## src/rtl/fp_mult_pkg.sv

```systemverilog
// Shared types and constants for the batch FP-multiply Avalon master.
package fp_mult_pkg;

  // Batch sequencer states.
  typedef enum logic [3:0] {
    IDLE   = 4'd0,
    LOAD   = 4'd1,
    RD_A   = 4'd2,
    RD_B   = 4'd3,
    WR_OP1 = 4'd4,
    WR_OP2 = 4'd5,
    WR_GO  = 4'd6,
    RD_RES = 4'd7,
    WR_MEM = 4'd8,
    NEXT   = 4'd9,
    DONE   = 4'd10
  } state_e;

  // Register map of the downstream multiplier slave.
  localparam logic [2:0] MUL_OP1    = 3'd0;
  localparam logic [2:0] MUL_OP2    = 3'd1;
  localparam logic [2:0] MUL_START  = 3'd2;
  localparam logic [2:0] MUL_RESULT = 3'd3;

  // CSR map of this block.
  localparam logic [1:0] CSR_SRC  = 2'd0;
  localparam logic [1:0] CSR_DST  = 2'd1;
  localparam logic [1:0] CSR_CNT  = 2'd2;
  localparam logic [1:0] CSR_CTRL = 2'd3;

  // Control/status word layout: completed count in [15:0].
  localparam int CTRL_START_BIT = 0;
  localparam int STAT_BUSY_BIT  = 16;
  localparam int STAT_DONE_BIT  = 17;

endpackage

```

## src/rtl/avalon_fp_mult_master.sv

```systemverilog
// Batch engine: reads operand pairs from memory, pushes them through the
// FP multiplier slave and writes each product back to memory.
//
// Handshake (both master ports): a request is presented by a strobe with its
// address/writedata; everything is held stable while waitrequest=1, and the
// transfer completes on the clock edge where strobe=1 and waitrequest=0 (read
// data is captured on that same edge). All master outputs are decoded from the
// current state, so they cannot change while the state is stalled.
module avalon_fp_mult_master
  import fp_mult_pkg::*;
#(
  parameter int ADDR_W = 32,
  parameter int CNT_W  = 16
) (
  input  logic              clk,
  input  logic              reset,
  input  logic [1:0]        avs_s0_address,
  input  logic              avs_s0_read,
  input  logic              avs_s0_write,
  input  logic [31:0]       avs_s0_writedata,
  output logic [31:0]       avs_s0_readdata,
  output logic [ADDR_W-1:0] avm_m0_address,
  output logic              avm_m0_read,
  output logic              avm_m0_write,
  output logic [31:0]       avm_m0_writedata,
  input  logic [31:0]       avm_m0_readdata,
  input  logic              avm_m0_waitrequest,
  output logic [2:0]        avm_m1_address,
  output logic              avm_m1_read,
  output logic              avm_m1_write,
  output logic [31:0]       avm_m1_writedata,
  input  logic [31:0]       avm_m1_readdata,
  input  logic              avm_m1_waitrequest,
  output state_e            dbg_state_o
);

  state_e            state_q, state_d;
  logic [ADDR_W-1:0] src_q, src_d;
  logic [ADDR_W-1:0] dst_q, dst_d;
  logic [CNT_W-1:0]  cnt_q, cnt_d;
  logic [CNT_W-1:0]  idx_q, idx_d;
  logic [CNT_W-1:0]  compl_q, compl_d;
  logic              done_q, done_d;
  logic [31:0]       opa_q, opa_d;
  logic [31:0]       opb_q, opb_d;
  logic [31:0]       res_q, res_d;

  logic              busy;
  logic              start;
  logic [ADDR_W-1:0] off8;
  logic [ADDR_W-1:0] off4;
  logic [CNT_W-1:0]  idx_inc;

  // avs_s0_read has no side effects; readdata is a pure address decode.
  logic unused_read;
  assign unused_read = avs_s0_read;

  assign busy        = (state_q != IDLE) && (state_q != DONE);
  assign off8        = ADDR_W'({idx_q, 3'b000});
  assign off4        = ADDR_W'({idx_q, 2'b00});
  assign idx_inc     = idx_q + CNT_W'(1);
  assign dbg_state_o = state_q;

  // CSR read mux; shows register values before any same-cycle write lands.
  always_comb begin
    avs_s0_readdata = '0;
    case (avs_s0_address)
      CSR_SRC: avs_s0_readdata = 32'(src_q);
      CSR_DST: avs_s0_readdata = 32'(dst_q);
      CSR_CNT: avs_s0_readdata = 32'(cnt_q);
      default: begin
        avs_s0_readdata[15:0]          = 16'(compl_q);
        avs_s0_readdata[STAT_BUSY_BIT] = busy;
        avs_s0_readdata[STAT_DONE_BIT] = done_q;
      end
    endcase
  end

  // CSR writes, next-state logic and master-port decode.
  always_comb begin
    state_d          = state_q;
    src_d            = src_q;
    dst_d            = dst_q;
    cnt_d            = cnt_q;
    idx_d            = idx_q;
    compl_d          = compl_q;
    done_d           = done_q;
    opa_d            = opa_q;
    opb_d            = opb_q;
    res_d            = res_q;
    start            = 1'b0;
    avm_m0_address   = '0;
    avm_m0_read      = 1'b0;
    avm_m0_write     = 1'b0;
    avm_m0_writedata = '0;
    avm_m1_address   = '0;
    avm_m1_read      = 1'b0;
    avm_m1_write     = 1'b0;
    avm_m1_writedata = '0;

    // Configuration is frozen while a batch is running.
    if (avs_s0_write && !busy) begin
      case (avs_s0_address)
        CSR_SRC: src_d = ADDR_W'(avs_s0_writedata);
        CSR_DST: dst_d = ADDR_W'(avs_s0_writedata);
        CSR_CNT: cnt_d = avs_s0_writedata[CNT_W-1:0];
        default: start = avs_s0_writedata[CTRL_START_BIT];
      endcase
    end

    case (state_q)
      IDLE: begin
        if (start) state_d = LOAD;
      end
      LOAD: begin
        idx_d = '0;
        if (cnt_q == '0) begin
          state_d = DONE;
          done_d  = 1'b1;
        end else begin
          state_d = RD_A;
        end
      end
      RD_A: begin
        avm_m0_read    = 1'b1;
        avm_m0_address = src_q + off8;
        if (!avm_m0_waitrequest) begin
          opa_d   = avm_m0_readdata;
          state_d = RD_B;
        end
      end
      RD_B: begin
        avm_m0_read    = 1'b1;
        avm_m0_address = src_q + off8 + ADDR_W'(4);
        if (!avm_m0_waitrequest) begin
          opb_d   = avm_m0_readdata;
          state_d = WR_OP1;
        end
      end
      WR_OP1: begin
        avm_m1_write     = 1'b1;
        avm_m1_address   = MUL_OP1;
        avm_m1_writedata = opa_q;
        if (!avm_m1_waitrequest) state_d = WR_OP2;
      end
      WR_OP2: begin
        avm_m1_write     = 1'b1;
        avm_m1_address   = MUL_OP2;
        avm_m1_writedata = opb_q;
        if (!avm_m1_waitrequest) state_d = WR_GO;
      end
      WR_GO: begin
        avm_m1_write     = 1'b1;
        avm_m1_address   = MUL_START;
        avm_m1_writedata = 32'd1;
        if (!avm_m1_waitrequest) state_d = RD_RES;
      end
      RD_RES: begin
        // The multiplier stalls this read until its pipeline has finished.
        avm_m1_read    = 1'b1;
        avm_m1_address = MUL_RESULT;
        if (!avm_m1_waitrequest) begin
          res_d   = avm_m1_readdata;
          state_d = WR_MEM;
        end
      end
      WR_MEM: begin
        avm_m0_write     = 1'b1;
        avm_m0_address   = dst_q + off4;
        avm_m0_writedata = res_q;
        if (!avm_m0_waitrequest) state_d = NEXT;
      end
      NEXT: begin
        compl_d = compl_q + CNT_W'(1);
        idx_d   = idx_inc;
        if (idx_inc == cnt_q) begin
          state_d = DONE;
          done_d  = 1'b1;
        end else begin
          state_d = RD_A;
        end
      end
      DONE: begin
        state_d = start ? LOAD : IDLE;
      end
      default: state_d = IDLE;
    endcase

    // A new batch clears the previous result status.
    if (start) begin
      done_d  = 1'b0;
      compl_d = '0;
    end
  end

  // State and datapath registers; reset aborts any batch in flight.
  always_ff @(posedge clk or negedge reset) begin
    if (!reset) begin
      state_q <= IDLE;
      src_q   <= '0;
      dst_q   <= '0;
      cnt_q   <= '0;
      idx_q   <= '0;
      compl_q <= '0;
      done_q  <= 1'b0;
      opa_q   <= '0;
      opb_q   <= '0;
      res_q   <= '0;
    end else begin
      state_q <= state_d;
      src_q   <= src_d;
      dst_q   <= dst_d;
      cnt_q   <= cnt_d;
      idx_q   <= idx_d;
      compl_q <= compl_d;
      done_q  <= done_d;
      opa_q   <= opa_d;
      opb_q   <= opb_d;
      res_q   <= res_d;
    end
  end

endmodule

```

## config.mk

```make
export PLATFORM = sky130hd
export DESIGN_NAME = avalon_fp_mult_master
export DESIGN_NICKNAME = d
export VERILOG_FILES = /design/src/rtl/fp_mult_pkg.sv /design/src/rtl/avalon_fp_mult_master.sv
export SDC_FILE = /design/constraint.sdc
export NUM_CORES = 1
export LEC_CHECK = 0
export CAP_MARGIN = 15
export CORE_ASPECT_RATIO = 1.25
export CORE_MARGIN = 3
export CORE_UTILIZATION = 25
export CTS_CLUSTER_DIAMETER = 80
export DETAILED_ROUTE_END_ITERATION = 10
export PLACE_DENSITY_LB_ADDON = 0.2
export SYNTH_ARGS = -nofsm -noshare
export SYNTH_HDL_FRONTEND = slang
export SYNTH_SLANG_ARGS = --single-unit
```

## constraint.sdc

```tcl
create_clock -name clk -period 5.2 [get_ports clk]
set_input_delay 0.78 -clock clk [delete_from_list [all_inputs] [get_ports clk]]
set_output_delay 0.78 -clock clk [all_outputs]
set_load 0.005 [all_outputs]
```

* Yosys cells after proc, flatten, opt, wreduce, memory -nomap -nowiden
Index checks and enable logic that the tools add are counted.
** Cells by class
- Reduce and logical (&&, ||, !) cells :: 21
- Bitwise gates (word level) :: 2
- Equal/unequal tests :: 24
- Add/sub/neg operators :: 5
- Muxes and demuxes :: 31
** Operators with widths (number)
- 32-bit case mux with 3 select lines :: 2
- 18-bit case mux with 3 select lines :: 1
- 4-bit case mux with 11 select lines :: 1
- 4-bit 2-to-1 mux :: 10
- 16-bit by 1-bit adder with 16-bit output (second input constant) :: 2
- 32-bit by 18-bit adder with 32-bit output :: 1
- 32-bit by 19-bit adder with 32-bit output :: 1
- 32-bit by 3-bit adder with 32-bit output (second input constant) :: 1
- 16-bit 2-to-1 mux :: 2
- 32-bit 2-to-1 mux :: 1
- 16-bit case mux with 2 select lines :: 1
- 14-bit case mux with 2 select lines :: 1
- 16-bit == test :: 1
- 4-bit by 3-bit == test with 1-bit output (second input constant) :: 4
- 16-bit logical NOT :: 1
- 2-bit inequality test (second input constant) :: 8
- 4-bit == test (second input constant) :: 3
- 2-bit AND reduction :: 6
- 1-bit 2-to-1 mux :: 10
- 4-bit by 2-bit == test with 1-bit output (second input constant) :: 2
- 8-bit AND reduction :: 1
- 3-bit inequality test (second input constant) :: 2
- 2-bit case mux with 3 select lines :: 1
- 3-bit OR reduction :: 2
- other kinds (15) :: 18
** Word-level totals
- Input port bits :: 104
- Output and inout bits :: 139
- Word-level logic and storage cells :: 93
- Register bits :: 213

* Depth between registers and ports, before layout
Gate-level depths: netlist (run 1).
- Depth after elaboration :: 7
- Gate-level depth with buffers :: 13
- Depth with buffers taken out :: 13

* Worst setup path before layout (run 1)
OpenSTA, ideal clock, no wires.
- Path type :: register -> output
- Start :: register idx_q[0]
- End :: output avm_m0_address[28]
- Arrival :: 3.135 ns
- Stages on the path, launching flop included :: 13
- Path slack :: 1.285 ns
- Buffers on the path :: 0
- Data required time :: 4.420 ns
- Cells stage by stage :: dfrtp_1 -> ha_1 -> fa_1 -> a211oi_2 -> o211ai_1 -> a211oi_2 -> nor3_1 -> xnor2_1 -> nand2b_1 -> nor4_4 -> nand3b_1 -> xnor2_1 -> o221ai_1
** Between the ends
- Cells in the longest elaborated chain, start to end :: 3
- Elaborated cells between the ends (all ways) :: 4
- Those cells by class :: add/sub (3); mux (1)
** RTL lines
- start: declaration :: RTL line avalon_fp_mult_master.sv:41 : logic [CNT_W-1:0] idx_q, idx_d;
- start signal: assignment :: RTL line avalon_fp_mult_master.sv:214 : idx_q <= idx_d;
- 32-bit by 19-bit adder with 32-bit output :: RTL line avalon_fp_mult_master.sv:126, avalon_fp_mult_master.sv:134
- 32-bit by 3-bit adder with 32-bit output :: RTL line avalon_fp_mult_master.sv:134 : avm_m0_address = src_q + off8 + ADDR_W'(4);
- 32-bit case mux with 3 select lines * :: RTL line avalon_fp_mult_master.sv:111 : case (state_q)
- end: declaration :: RTL line avalon_fp_mult_master.sv:22 : output logic [ADDR_W-1:0] avm_m0_address,
Mark *: on every way between the ends. The rest lies on a longest branch, timed or not.

* Worst setup path after layout (run 1)
- Start :: register src_q[3]
- End :: output avm_m0_address[28]
** Between the ends
- Cells in the longest elaborated chain, start to end :: 3
** RTL lines
- start: declaration :: RTL line avalon_fp_mult_master.sv:38 : logic [ADDR_W-1:0] src_q, src_d;
- start signal: assignment :: RTL line avalon_fp_mult_master.sv:211 : src_q <= src_d;
- 32-bit by 19-bit adder with 32-bit output * :: RTL line avalon_fp_mult_master.sv:126, avalon_fp_mult_master.sv:134
- 32-bit by 3-bit adder with 32-bit output :: RTL line avalon_fp_mult_master.sv:134
- 32-bit case mux with 3 select lines * :: RTL line avalon_fp_mult_master.sv:111
Marked as above.

==> results of run 1 <==
[worst max-delay path: stages (launching register included)]
cell,delay (ns)
dfrtp_1,0.41
ha_1,0.25
fa_2,0.39
a211oi_4,0.28
o211ai_1,0.23
a211oi_2,0.26
buf_4,0.17
nor3_2,0.07
xnor2_1,0.23
nand2b_1,0.15
nor4_4,0.31
buf_4,0.17
nand3b_1,0.09
xnor2_1,0.17
o221ai_1,0.15
dlygate4sd2_1,0.33
[power by group through the flow]
stage / Sequential (W) / Clock (W) / Combinational, W
after floorplan: 0.00288 / 0 / 0.00236
after global placement: 0.00316 / 0 / 0.00380
after detailed placement: 0.00320 / 0 / 0.00383
after CTS: 0.00317 / 0.00195 / 0.00388
after global routing: 0.00328 / 0.00200 / 0.00423
final: 0.00316 / 0.00188 / 0.00385
[cells by family after synthesis]
logic type | after synthesis
and+or+nand+nor | 370
xor gates and xnor gates | 109
other | 1
AOI/OAI and AO/OA | 240
DFF | 213
buffers and inverters | 81
adders and majority gates | 37
muxes | 206
[layout by cell type, fill, tap and decap left out, types with 31 or more instances in the layout]
cell,count
nand2_1,82
and2_1,38
xor2_1,44
buf_4,44
a22o_1,45
ha_1,31
o21ai_0,44
mux2_2,174
dfrtp_1,212
clkdlybuf4s50_1,228
a21oi_1,41
nor2_1,77
xnor2_1,60
nand3_1,41
[flip-flops by register name, indices dropped and copies added (netlist names), 16 cells and up]
signal	cells
cnt_q	16
compl_q	16
dst_q	32
idx_q	16
opa_q	32
opb_q	32
res_q	32
src_q	32
[path summary, 6_finish.rpt]
check	endpoint	slack, ns
setup / recovery	avm_m0_address[28]	0.24
hold / removal	cnt_q[9]$_DFFE_PN0P_	0.27
setup reg to reg	done_q$_DFFE_PN0P_	1.56
hold reg to reg	res_q[10]$_DFFE_PN0P_	0.50
max in group asynchronous	idx_q[12]$_DFFE_PN0P_	3.73
min in group clk	res_q[10]$_DFFE_PN0P_	0.50
[through the flow]
step           utilization (%)  std cells  area [um^2]
6_report                  34.0       2198        17600
5_1_grt                   34.0       2195        17600
4_1_cts                   33.7       2191        17400
3_5_place_dp              31.8       2137        16500
3_3_place_gp              31.8       2137        16500
2_1_floorplan                -       1257        13200
[metal layers]
| metal | GRT usage [%] | wire [um] | vias up |
|---|---|---|---|
| li1 | - | - | 5120 |
| met1 | 19.6 | 18700 | 5409 |
| met2 | 28.6 | 23300 | 223 |
| met3 | 3.56 | 2630 | 59 |
| met4 | 4.78 | 1210 | 0 |
| met5 | 0 | 0 | - |
[what timing repair did]
action | in CTS | in global routing
pin swaps | 4 | 6
gates cloned | 0 | 0
gates resized for setup | 19 | 26
endpoints found under the setup margin | 12 | 11
buffers inserted | 6 | 3
[final cells by class]
type	instances	area share, %
Multi-Input combinational cell	963	43.9
Sequential cell	213	30.3
Timing Repair Buffer	284	15.6
Tap cell	665	4.73
Clock buffer	33	4.13
Clock inverter	15	0.896
Inverter	21	0.448
Antenna cell	4	0.0569
==> flow_metrics.tcl, run 1 <==
set metrics [dict create \
    status "finished, final reports clean" \
    crit_start "src_q[3]$_DFFE_PN0P_" \
    clk_latency_ns 0.56 \
    synth_area_leader_cell "dfrtp_1" \
    min_period_over_period_pct 95.5 \
    synth.most_common_cell "dfrtp_1" \
    start_kind "flip-flop" \
    crit_type "reg2out" \
    synthTopCellsByCount "213 x dfrtp_1, 174 x mux2_2, 84 x nor2_1" \
    synth_edf_count 0 \
    drv_cap 0 \
    fill_cells 5228 \
    power_w 0.00889 \
    design.die.area_um2 55400 \
    post-place-ws_ns 0.256 \
    via_per_inst 4.92 \
    seqPwrFrac_pct 35.5 \
    end_kind "primary output" \
    yosys_register_bits 213 \
    p_clk_share_pct 21.1 \
    drive_gt1_share_pct 22.2 \
    grt_pass1_wl_mm 69.7 \
    cts_tree "done" \
    p_comb_share_pct 43.3 \
    reg2regPathDepth 11 \
    syn_nets 1398 \
    postSynthCellCount 1257 \
    clock_skew_ns 0.0117 \
    synthesis.area_um2 13200 \
    synth-compound-area-share_pct 13.0 \
    seq_area_um2 5330 \
    initial_utilization_pct 25.4 \
    syn_area_per_cell_um2 10.5 \
    wire_per_inst_um 20.8 \
    setup_viol 0 \
    hold_buffers 0 \
    swShare_pct 37.3 \
    ys_async_sr_fraction_pct 100 \
    synth_top_family_by_area "multiplexers" \
    tightest_slew_ns 1.14 \
    drtAntennaViolNets 0 \
    clk_transition_reported_paths_ns 0.06 \
    hold_viol_final 0 \
    drc 0 \
    die_w_um 211 \
    hold_ws_ns 0.273 \
    drtIter0Drc 471 \
    overflow 0 \
    io_pins 243 \
    synth_cell_types 73 \
    area_growth_pct 33.6 \
    p_per_area_nw_per_um2 506 \
    switchingPower_w 0.00332 \
    antenna_found_initial 4 \
    ys_warn_count 0 \
    slew_viol_final 0 \
    muxShareOfSynthArea_pct 18.8 \
    grt_max_degree 112 \
    min_period_ns 4.96 \
    rows 93 \
    rsz0062_at_grt "no" \
    fp.dieH_um 263 \
    power.internal_w 0.00557 \
    cts_buffers 26 \
    core_um2 51800 \
    slew_headroom_pct 22.6 \
    vias 10800 \
    finalWirelength_mm 45.8 \
    hold_path.class "in2async" \
    p_leak_nw 7.17 \
    synth_ff_type "dfrtp_1" \
    synth-seq-area-share_pct 40.5 \
    root_buffer "clkbuf_16" \
    yosys.area_share.xor_xnor_pct 7.25 \
    synth_top_cell_area_share_pct 40.5 \
    layout_setup_ws_ns 0.236 \
    arrival_ns 4.18 \
    numPortBuffers 240 \
    grt_pass1_vias 11200 \
    rr_startpoint "idx_q[2]$_DFFE_PN0P_" \
    synthSimpleGateAreaFrac_pct 14.3 \
    peakVddDrop_mv 0.332 \
    final_nets 1650 \
    tns_ns 0 \
    clock-sinks 213 \
    crit_fanout 3 \
    ctsHtreeMaxLevel 1 \
    drt_pass1_iterations 5 \
    dp_hpwl_mm 34.1 \
    synth_fa_ha_area_share_pct 3.63 \
    gp_congestion 0.870 \
    clk_path_buf_depth 3 \
    multi_input_area_um2 7720 \
    cp.required_ns 4.42 \
    fmax_mhz 201 \
    gr-usage-all-layers_pct 16.2 \
    yosys-top-cells-area "dfrtp_1 41%, mux2_2 15%, xnor2_1 4.1%" \
]
Note: power is estimated with default switching activity, not from simulation.
==> run 2: changes to the inputs <==
==> constraint.sdc (replaced) <==
create_clock -name clk -period 5.2 [get_ports clk]
set_input_delay 0.78 -clock clk [delete_from_list [all_inputs] [get_ports clk]]
set_output_delay 0.78 -clock clk [all_outputs]
set_load 0.02 [all_outputs]
==> run 2 against run 1 <==
Clock skew rose by 0.013 ns. Setup slack got worse by 0.075 ns. Wire length is 0.29% higher. Combinational power is 8.8% higher. Via count up 0.25%. Maximum frequency down 1.5%. Core utilization is 0.15 points higher.
==> flow_metrics.tcl, run 2 (same netlist as run 1, synthesis figures left out) <==
set metrics [dict create \
    status "finished, final reports clean" \
    slew_headroom_pct 22.8 \
    cpLargestDelayFamily "simple AND/OR/NAND/NOR gates" \
    die_w_um 211 \
    drive_gt1_share_pct 21.8 \
    drtAntennaViolNets 0 \
    finalWirelength_mm 45.9 \
    peakVddDrop_mv 0.322 \
    clk_transition_reported_paths_ns 0.06 \
    fmax_mhz 198 \
    cp_slowest_cell "fa_1" \
    hold_path.class "in2async" \
    hold_buffers 0 \
    antenna_found_initial 6 \
    rsz0062_at_grt "no" \
    end_kind "primary output" \
    clock-sinks 213 \
    min_period_over_period_pct 96.9 \
    hold_ws_ns 0.193 \
    grt_pass1_vias 11200 \
    ctsHtreeMaxLevel 1 \
    r2r-end "done_q$_DFFE_PN0P_" \
    tightest_slew_ns 1.14 \
    setup_viol 0 \
    root_buffer "clkbuf_16" \
    core_um2 51800 \
    numPortBuffers 240 \
    rrSetupSlack_ns 1.56 \
    gr-usage-all-layers_pct 16.3 \
    clock_skew_ns 0.0248 \
    vias 10800 \
    arrival_ns 4.26 \
    io_pins 243 \
    clk_latency_ns 0.56 \
    crit_fanout 5 \
    path_buf_inv 2 \
    cts_buffers 26 \
    clk_path_buf_depth 3 \
    rows 93 \
    cp.required_ns 4.42 \
    drt_pass1_iterations 5 \
    final_nets 1647 \
    final_common_cell "clkdlybuf4s50_1" \
    drv_cap 0 \
    via_per_inst 4.94 \
    design.die.area_um2 55400 \
    min_period_ns 5.04 \
    cp_common_cell "nand2_1" \
    overflow 0 \
    grt_pass1_wl_mm 70.3 \
    crit_type "reg2out" \
    cpPeakStageDelay_ns 0.45 \
    layout_common_cells "222 x clkdlybuf4s50_1, 213 x dfrtp_1, 174 x mux2_2" \
    p_leak_nw 7.23 \
    hold_viol_final 0 \
    p_per_area_nw_per_um2 540 \
    path_cells "ha_1, fa_1, a211oi_4, o211ai_1, nand2_1, xnor2_1, and3_4, nand4_1, nor4_4, buf_4, nand2_1, xor2_1, o221ai_2, clkdlybuf4s15_2" \
    initial_utilization_pct 25.4 \
    gp_congestion 0.845 \
    cts_tree "done" \
    area_growth_pct 34.2 \
    grt_max_degree 83 \
    slew_viol_final 0 \
    dp_hpwl_mm 34.1 \
    drtIter0Drc 571 \
    drc 0 \
    power_w 0.00953 \
    start_kind "flip-flop" \
    wire_per_inst_um 20.9 \
    fp.dieH_um 263 \
    reg2regPathDepth 11 \
    rr_startpoint "idx_q[2]$_DFFE_PN0P_" \
]
run 2: what timing repair did:
action                     in CTS  in global routing
buffers inserted                5                  2
setup endpoints to repair      13                 16
pin swaps                       4                  4
gates resized for setup        33                 28
run 2: layout make-up:
cell class,count,area [um^2]
Antenna cell,5,12.5
Clock buffer,32,713
Clock inverter,16,307
Fill cell,5275,34100
Inverter,21,78.8
Multi-Input combinational cell,963,7680
Sequential cell,213,5330
Tap cell,665,832
Timing Repair Buffer,281,2710
run 2: worst max-delay path by stage:
| stage | start | depth (start not counted) | end |
|---|---|---|---|
| floorplan | idx_q[0]$_DFFE_PN0P_ | 12 | avm_m0_address[28] |
| global placement | src_q[3]$_DFFE_PN0P_ | 13 | avm_m0_address[30] |
| detailed placement | src_q[3]$_DFFE_PN0P_ | 13 | avm_m0_address[30] |
| CTS | src_q[3]$_DFFE_PN0P_ | 14 | avm_m0_address[29] |
| global route | src_q[3]$_DFFE_PN0P_ | 14 | avm_m0_address[30] |
| finish | src_q[3]$_DFFE_PN0P_ | 14 | avm_m0_address[30] |
run 2: routing by layer:
layer	vias up	wire length (um)	global-route usage [%]
li1	5112	-	-
met1	5451	18900	19.6
met2	219	23500	29.3
met4	0	870	3.93
met3	56	2670	3.79
met5	-	0	0
run 2: through the flow:
stage	setup TNS [ns]	setup WS [ns]	utilization [%]	cell area, um^2	std cells
after detailed placement	0	0.165	31.8	16500	2136
after floorplan	0	1.06	-	13200	1257
after CTS	-0.0102	-0.0102	33.9	17600	2189
after global routing	0	0.00280	34.1	17700	2193
final	0	0.160	34.1	17700	2196
after global placement	0	0.154	31.8	16500	2136
run 2: worst reg2reg max path, stage by stage, from the launching register on:
cell      delay [ns]
dfrtp_1         0.39
buf_4           0.18
nand3_1         0.25
nor4_2          0.57
nand4_1         0.38
nor3_1          0.24
a21o_1          0.11
a211oi_1        0.07
nor4b_1         0.98
a21o_1          0.23
a21oi_1         0.06
nor2_1          0.12
run 2: where the power goes:
group / switching, W / total, W / internal (W)
registers: 0.000766 / 0.00319 / 0.00242
clock network: 0.000784 / 0.00216 / 0.00138
logic: 0.00216 / 0.00419 / 0.00202
==> run 3: changes to the inputs <==
CTS_CLUSTER_DIAMETER = 50   (was 80)
SKIP_LAST_GASP = 1   (was not set)
==> run 3 against run 2 <==
The flow now finishes with violations (negative setup slack). Final cell count up 0.36%. Wire length about the same. Clock-buffer cell count up 6. Flip-flop and latch count unchanged. Critical endpoint unchanged.
==> flow_metrics.tcl, run 3 (same netlist as run 1, synthesis figures left out) <==
set metrics [dict create \
    status "finished with violations" \
    violations "negative setup slack" \
    clk_transition_reported_paths_ns 0.06 \
    p_clk_share_pct 22.3 \
    root_buffer "clkbuf_16" \
    min_period_over_period_pct 101 \
    clk_latency_ns 0.58 \
    drt_pass1_iterations 5 \
    clock_skew_ns 0.0174 \
    rows 93 \
    drive_gt1_share_pct 21.7 \
    setup_viol 1 \
    p_comb_share_pct 44.0 \
    design.die.area_um2 55400 \
    fp.dieH_um 263 \
    crit_type "reg2out" \
    arrival_ns 4.45 \
    numPortBuffers 240 \
    antenna_found_initial 6 \
    tightest_slew_ns 1.13 \
    clk_path_buf_depth 3 \
    min_period_ns 5.23 \
    crit_start "src_q[3]$_DFFE_PN0P_" \
    drv_cap 0 \
    seqPwrFrac_pct 33.7 \
    grt_pass1_vias 11300 \
    stdcell_count 2204 \
    layout_common_cells "221 x clkdlybuf4s50_1, 213 x dfrtp_1, 174 x mux2_2" \
    peakVddDrop_mv 0.330 \
    gr-usage-all-layers_pct 16.3 \
    overflow 0 \
    clock-sinks 213 \
    via_per_inst 4.97 \
    final_common_cell "clkdlybuf4s50_1" \
    rsz0062_at_grt "yes" \
    cts_buffers 31 \
    hold_viol_final 0 \
    finalWirelength_mm 45.9 \
    start_kind "flip-flop" \
    swShare_pct 39.7 \
    reg2regPathDepth 11 \
    dp_hpwl_mm 34.1 \
    drtAntennaViolNets 0 \
    grt_max_degree 83 \
    initial_utilization_pct 25.4 \
    final_nets 1652 \
    hold_buffers 0 \
    dpl_cell_area_um2 16500 \
    grt_pass1_wl_mm 70.3 \
    slew_headroom_pct 23.8 \
    hold_path.class "in2async" \
    utilization_pct 34.1 \
    switchingPower_w 0.00376 \
    p_per_area_nw_per_um2 537 \
    cts_tree "done" \
    core_um2 51800 \
    end_kind "primary output" \
    crit_fanout 5 \
    post-place-ws_ns 0.165 \
    vias 10900 \
    gp_congestion 0.845 \
    dp_cells 2136 \
    drtIter0Drc 525 \
    hold_ws_ns 0.187 \
    power.internal_w 0.00570 \
    p_leak_nw 7.23 \
    die_w_um 211 \
    io_pins 243 \
    rr_startpoint "idx_q[2]$_DFFE_PN0P_" \
    area_growth_pct 34.0 \
    fmax_mhz 191 \
    design_area_um2 17600 \
    layout_setup_ws_ns -0.0269 \
    cp.required_ns 4.42 \
    ctsHtreeMaxLevel 1 \
    drc 0 \
    slew_viol_final 0 \
    wire_per_inst_um 20.8 \
]
## run 3: changes by cell type in the layout (fill, tap and decap cells not counted), moves of 2 or more
cell	delta
o221ai_1	+2
clkbuf_16	+5
clkinv_4	+3
xor2_2	-2
bufinv_16	-6
dlygate4sd2_1	+3
xor2_1	+2
o221ai_2	-2
inv_6	+4
## run 3: layout make-up
cell class | count | area [um^2]
antenna | 5 | 12.5
clock inverter | 18 | 203
tap | 665 | 832
sequential | 213 | 5330
clock buffer | 38 | 842
fill | 5297 | 34100
multi-input combinational | 963 | 7630
timing repair buffer | 281 | 2710
inverter | 21 | 78.8
## run 3: critical path, stage by stage (launching register included)
cell and delay (ns):
dfrtp_1 0.40, ha_1 0.24, fa_1 0.45, a211oi_4 0.30, o211ai_1 0.21, nand2_1 0.14, xnor2_1 0.23, and3_2 0.31
nand4_1 0.16, nor4_4 0.36, buf_4 0.18, nand2_1 0.06, xor2_1 0.15, o221ai_1 0.28, dlygate4sd2_1 0.39
## run 3: path summary, 6_finish.rpt
| path | endpoint | slack, ns |
|---|---|---|
| setup / recovery | avm_m0_address[30] | -0.03 |
| hold / removal | cnt_q[9]$_DFFE_PN0P_ | 0.19 |
| setup reg to reg | done_q$_DFFE_PN0P_ | 1.56 |
| hold reg to reg | res_q[3]$_DFFE_PN0P_ | 0.49 |
| max in group asynchronous | opa_q[7]$_DFFE_PN0P_ | 3.74 |
| min in group clk | res_q[3]$_DFFE_PN0P_ | 0.49 |
## run 3: per-layer routing
| metal | part of all wire, % | vias up | track usage, % | wire length (um) |
|---|---|---|---|---|
| li1 | - | 5139 | - | - |
| met1 | 41 | 5504 | 19.4 | 18600 |
| met2 | 51 | 254 | 29.3 | 23400 |
| met3 | 6.3 | 49 | 3.83 | 2870 |
| met4 | 2.1 | 0 | 4.20 | 980 |
| met5 | 0 | - | 0 | 0 |
## run 3: power groups by stage
stage,clock [W],sequential [W],combinational [W]
5_1_grt,0.00225,0.00331,0.00453
4_1_cts,0.00218,0.00320,0.00421
6_report,0.00211,0.00319,0.00417
2_1_floorplan,0,0.00289,0.00274
3_3_place_gp,0,0.00319,0.00416
3_5_place_dp,0,0.00323,0.00419
## run 3: repair_timing
action | CTS | global route
resized for setup | 31 | 21
endpoints found under the setup margin | 13 | 15
buffers inserted | 4 | 3
pin swaps | 4 | 2
## run 3: metrics by stage
| step | TNS, ns | power (W) |
|---|---|---|
| floorplan | 0 | 0.00563 |
| global placement | 0 | 0.00735 |
| detailed placement | 0 | 0.00742 |
| CTS | -0.182 | 0.00959 |
| global route | -0.186 | 0.0101 |
| finish | -0.0269 | 0.00947 |
